<file path="src/rtl/cam_capture_rgb444.sv">
// OV7670 RGB444 capture: pairs camera bytes into 12-bit pixels and writes them to port A of a 160x120 frame buffer.
// Optional build macro CAM_TEST_PATTERN_EN replaces pixel data with a {col,row,col} coordinate pattern.
module cam_capture_rgb444 #(
  parameter int IMG_W = 160,
  parameter int IMG_H = 120,
  parameter int AW    = 15,
  parameter int DW    = 12
) (
  input  logic          pclk,
  input  logic          rst,
  input  logic          CAM_vsync,
  input  logic          CAM_href,
  input  logic [7:0]    CAM_px_data,
  output logic [AW-1:0] DP_RAM_addr_in,
  output logic [DW-1:0] DP_RAM_data_in,
  output logic          DP_RAM_regW,
  output logic          frame_done,
  output logic          overflow
);

  localparam int RW = $clog2(IMG_H + 1);
  localparam int CW = $clog2(IMG_W + 1);

  typedef enum logic [1:0] {
    WAIT_FRAME,
    IDLE_LINE,
    BYTE1,
    BYTE2
  } state_t;

  state_t        state, state_d;
  logic          vs_q, hr_q, vs_qq, hr_qq;
  logic [RW-1:0] row, row_d;
  logic [CW-1:0] col, col_d;
  logic          ovf_d, wr_d, fd_d;
  logic          vs_rise, vs_fall, hr_fall;
  logic [AW-1:0] pix_addr;
  logic [DW-1:0] pix_data;

  always_ff @(posedge pclk or posedge rst) begin
    if (rst) begin
      vs_q  <= 1'b0;
      hr_q  <= 1'b0;
      vs_qq <= 1'b0;
      hr_qq <= 1'b0;
    end else begin
      vs_q  <= CAM_vsync;
      hr_q  <= CAM_href;
      vs_qq <= vs_q;
      hr_qq <= hr_q;
    end
  end

  assign vs_rise = vs_q & ~vs_qq;
  assign vs_fall = ~vs_q & vs_qq;
  assign hr_fall = ~hr_q & hr_qq;

  generate
    if (IMG_W == 160) begin : g_shift_addr
      assign pix_addr = (AW'(row) << 7) + (AW'(row) << 5) + AW'(col);
    end else begin : g_mul_addr
      assign pix_addr = AW'(int'(row) * IMG_W + int'(col));
    end
  endgenerate

`ifdef CAM_TEST_PATTERN_EN
  logic [7:0] col8;
  logic [6:0] row7;
  assign col8     = 8'(col);
  assign row7     = 7'(row);
  assign pix_data = DW'({col8[7:4], row7[6:3], col8[3:0]});
`else
  logic [7:0] px_q;
  logic [3:0] r_lat;
  logic       latch_r;

  // R nibble is taken from the first byte of each pair
  assign latch_r  = hr_q && ((state == IDLE_LINE) || (state == BYTE2));
  assign pix_data = DW'({r_lat, px_q});

  always_ff @(posedge pclk or posedge rst) begin
    if (rst) begin
      px_q  <= 8'h00;
      r_lat <= 4'h0;
    end else begin
      px_q <= CAM_px_data;
      if (latch_r) r_lat <= px_q[3:0];
    end
  end
`endif

  always_ff @(posedge pclk or posedge rst) begin
    if (rst) begin
      state          <= WAIT_FRAME;
      row            <= '0;
      col            <= '0;
      overflow       <= 1'b0;
      frame_done     <= 1'b0;
      DP_RAM_regW    <= 1'b0;
      DP_RAM_addr_in <= '0;
      DP_RAM_data_in <= '0;
    end else begin
      state       <= state_d;
      row         <= row_d;
      col         <= col_d;
      overflow    <= ovf_d;
      frame_done  <= fd_d;
      DP_RAM_regW <= wr_d;
      if (wr_d) begin
        DP_RAM_addr_in <= pix_addr;
        DP_RAM_data_in <= pix_data;
      end
    end
  end

  always_comb begin
    state_d = state;
    row_d   = row;
    col_d   = col;
    ovf_d   = overflow;
    wr_d    = 1'b0;
    fd_d    = 1'b0;
    case (state)
      WAIT_FRAME: begin
        if (vs_fall) begin
          state_d = IDLE_LINE;
          row_d   = '0;
          col_d   = '0;
          ovf_d   = 1'b0;
        end
      end
      IDLE_LINE: begin
        if (hr_q) state_d = BYTE1;
      end
      BYTE1: begin
        if (hr_q) begin
          state_d = BYTE2;
          if ((col < CW'(IMG_W)) && (row < RW'(IMG_H))) wr_d = 1'b1;
          else ovf_d = 1'b1;
          if (col < CW'(IMG_W)) col_d = col + CW'(1);
        end else begin
          state_d = IDLE_LINE;
        end
      end
      BYTE2: begin
        state_d = hr_q ? BYTE1 : IDLE_LINE;
      end
      default: state_d = WAIT_FRAME;
    endcase

    // line end lands before frame end so a closing line counts toward frame_done
    if ((state != WAIT_FRAME) && hr_fall) begin
      col_d = '0;
      if (row < RW'(IMG_H)) row_d = row + RW'(1);
    end
    if (vs_rise) begin
      state_d = WAIT_FRAME;
      fd_d    = (row_d != '0);
    end
  end

endmodule

</file>
<file path="config.mk">
export PLATFORM = sky130hd
export DESIGN_NAME = cam_capture_rgb444
export DESIGN_NICKNAME = d
export VERILOG_FILES = /design/src/rtl/cam_capture_rgb444.sv
export SDC_FILE = /design/constraint.sdc
export NUM_CORES = 1
export LEC_CHECK = 0
export CAP_MARGIN = 20
export CORE_MARGIN = 1.5
export CORE_UTILIZATION = 29
export DETAILED_ROUTE_END_ITERATION = 12
export PLACE_DENSITY = 0.54
export SLEW_MARGIN = 20
export SYNTH_ARGS = -nofsm -noshare
export SYNTH_HDL_FRONTEND = slang
export SYNTH_SLANG_ARGS = --single-unit
</file>
<file path="constraint.sdc">
create_clock -name pclk -period 2.6 [get_ports pclk]
set_input_delay 0.78 -clock pclk [delete_from_list [all_inputs] [get_ports pclk]]
set_output_delay 0.78 -clock pclk [all_outputs]
set_load 0.01 [all_outputs]
</file>
==> run_results.csv <==
group,metric,value,unit
clock_tree,numCtsBuffers,9,
min_path,min_to,"vs_qq",
sta,max_slew_margin,63.47,%
sta,min_period_over_period,92.69,%
power_and_ir_drop,power.total,3.035,mW
floorplan,die_height,103.2,um
final_layout,fin_nets,330,
clock_tree,cts.sinks,63,
yosys,synth-seq-cells,63,
yosys,netlist_area,2912,sq um
grt,grt_pass1_vias,1968,
placed_design,dp_slack,0.1129,ns
placed_design,dp_hpwl,3888,um
clock_tree,ctsResizeCount,0,
yosys,ys_types,40,
critical_path,critPathLaunchType,"flop",
yosys,avgSynthCellArea,11.65,sq um
detailed_routing,vias,1991,
sta,fmax,414.9,MHz
power_and_ir_drop,p_comb_share,25.9,%
sta,worst_slew_pin_slew,0.5459,ns
clock_tree,cts-root-buf,"clkbuf_8",
sta,setup_viol,0,
power_and_ir_drop,seqPwrFrac,42.0,%
yosys,synth_nets,281,
final_layout,antennaDiodeCount,0,
power_and_ir_drop,cellLeakagePower,1.719,nW
critical_path,worstPathMaxFanout,6,
final_layout,drive_gt1_share,16.45,%
min_path,min_from,"vs_q",
clock_tree,clkTransAtPathRegs,0.08,ns
run_status,status,"completed",
grt,antenna_found_initial,0,
floorplan,io_pins,42,
sta,grt_setup_unrepaired,"false",
min_path,hp-class,"flop to flop",
clock_tree,clk_latency,0.34,ns
critical_path,reg2reg_depth,9,
floorplan,core_area,9774,sq um
power_and_ir_drop,ir_drop,0.3513,mV
sta,hold_viol_final,0,
floorplan,die_x,103.2,um
detailed_routing,wl_per_cell,12.45,um
critical_path,r2r_setup_slack,0.19,ns
critical_path,arrival,2.64,ns
placed_design,port_buffers,41,
critical_path,critical_path_required,2.83,ns
critical_path,r2r-end,"DP_RAM_addr_in[13]",
floorplan,rows,36,
clock_tree,h-tree-depth,3,
yosys,syn_inst,250,
detailed_routing,ant_nets,0,
power_and_ir_drop,p_sw_share,27.80,%
power_and_ir_drop,p_int,2.191,mW
final_layout,final_cell_mix,"dfrtp_1 (62), clkdlybuf4s50_1 (41), mux2_2 (25)",
clock_tree,cts_tree,"yes",
grt,grt_pass1_wl,9121,um
yosys,synth.yosys.warnings,0,
critical_path,criticalPathCategory,"flop to flop",
power_and_ir_drop,clock_power_share,32.1,%
detailed_routing,viasPerCell,4.556,
clock_tree,postCtsSetupRepairBufs,0,
yosys,ys_seq_area_share,54.15,%
detailed_routing,drtPass1Iterations,4,
grt,grt_max_degree,29,
min_path,min_path_cells,0,
critical_path,end_kind,"flop",
sta,min_period,2.410,ns
floorplan,die_area,10650,sq um
critical_path,regToRegStartpoint,"row[0]",
detailed_routing,drc_errors,0,
grt,grt_usage,11.39,%
final_layout,syn_to_final_growth,28.66,%
final_layout,layout_commonest_cell,"dfrtp_1",
flow_run,cap_viol_max_count,0,
power_and_ir_drop,switching_power,0.8439,mW
power_and_ir_drop,powerDensity,810.2,nW/um^2
clock_tree,cts_buffer_depth,2,
grt,grt_overflow,0,
sta,drv_slew,0,
sta,setup_tns,0,ns
detailed_routing,drt_wl_total,5440,um
placed_design,gp_congestion,0.7808,
sta,clock_skew,0.008016,ns
clock_tree,cts_hold_buf,0,
detailed_routing,drt_iter0_drc,128,
floorplan,initial_core_util,29.79,%
sta,worst_slack,0.1900,ns
## through the flow
stage	hold slack (ns)	std cells	util (%)	area [sq um]
final	0.4209	437	38.33	3746
after global routing	0.4350	437	38.33	3746
after CTS	0.4156	437	38.31	3745
after detailed placement	0.4005	421	35.96	3515
after global placement	0.3949	421	35.96	3515
after floorplan	0.3798	250	-	2912
## cell type report
type                       instances  area, sq um
clock inverter                     6        92.59
fill                             962         6028
sequential                        63         1578
multi-input combinational        165         1246
inverter                          14        52.55
timing repair buffer              46        473.0
clock buffer                      10        137.6
tap                              133        166.4
## synthesized netlist by cell type
master	n	area [sq um]
a22o_1	1	8.760
nor3b_1	1	7.510
nand4_1	6	37.54
a211oi_1	3	22.52
o31a_1	3	26.28
a31oi_1	2	12.51
fa_1	2	40.04
a21oi_1	5	25.02
or2_2	1	6.260
a21o_1	3	22.52
nor3_1	4	20.02
dfrtp_1	63	1577
a221oi_1	1	8.760
a2111oi_0	1	8.760
mux2_2	25	281.5
a41oi_1	1	8.760
clkbuf_1	3	11.26
or3b_1	1	8.760
a21boi_0	1	7.510
nand2b_1	1	6.260
nand2_2	1	6.260
xor2_1	5	43.79
xnor2_1	1	8.760
o21bai_1	2	15.01
and2_1	1	6.260
o21ai_0	17	85.08
nand3b_1	3	22.52
buf_2	5	25.02
ha_1	17	212.7
and3_1	6	37.54
nand2_1	20	75.07
inv_1	14	52.55
mux2i_1	2	20.02
and4b_1	1	10.01
nor2_1	12	45.04
o21ai_1	1	5.000
nor2b_1	3	18.77
o21a_1	5	37.54
nand3_1	3	15.01
o31ai_1	3	22.52
## per-layer routing
layer	share of wire [%]	vias to the layer above	global-route usage [%]	wire length, um
met1	48	939	15.40	2616
li1	-	990	-	-
met3	4.7	14	2.823	253
met5	0	-	0	0
met2	45	48	16.70	2425
met4	2.7	0	6.445	145
## state kept, by name (all words and copies together), names as in the netlist
name	count
px_q	8
vs_q	1
r_lat	4
row	7
overflow	1
DP_RAM_regW	1
hr_qq	1
DP_RAM_addr_in	15
hr_q	1
DP_RAM_data_in	12
col	8
vs_qq	1
state	2
frame_done	1
## power groups by stage
stage               registers (mW)  logic (mW)  clock network, mW
floorplan                     1.34       0.360                  0
global placement              1.29       0.786                  0
detailed placement            1.30       0.793                  0
CTS                           1.28       0.799               1.02
global route                  1.30       0.874               1.05
finish                        1.27       0.785              0.975
## worst max-delay path by stage
stage | endpoint | cells after the start | start | slack, ns
detailed placement | DP_RAM_addr_in[13] | 9 | row[0] | 0.11
global placement | DP_RAM_addr_in[13] | 9 | row[0] | 0.21
floorplan | DP_RAM_addr_in[13] | 10 | row[2] | 0.18
finish | DP_RAM_addr_in[13] | 9 | row[0] | 0.19
CTS | DP_RAM_addr_in[13] | 9 | row[0] | 0.11
global route | DP_RAM_addr_in[13] | 9 | row[0] | 0.01
## cell families after synthesis
family          after synthesis  synth area share (%)
xor+xnor                      6                 1.805
fa+ha+maj                    19                 8.681
simple gates                 64                 11.09
mux                          27                 10.36
compound gates               49                 10.87
buf+inv                      22                 3.051
flops                        63                 54.15
## worst max-delay path: stages (launching register included)
cell	delay (ns)
dfrtp_2	0.41
inv_1	0.10
fa_1	0.60
inv_1	0.06
ha_1	0.30
a211oi_1	0.21
o21bai_1	0.12
a41oi_1	0.25
xor2_1	0.16
o21ai_0	0.08
(Power assumes the default switching activity.)
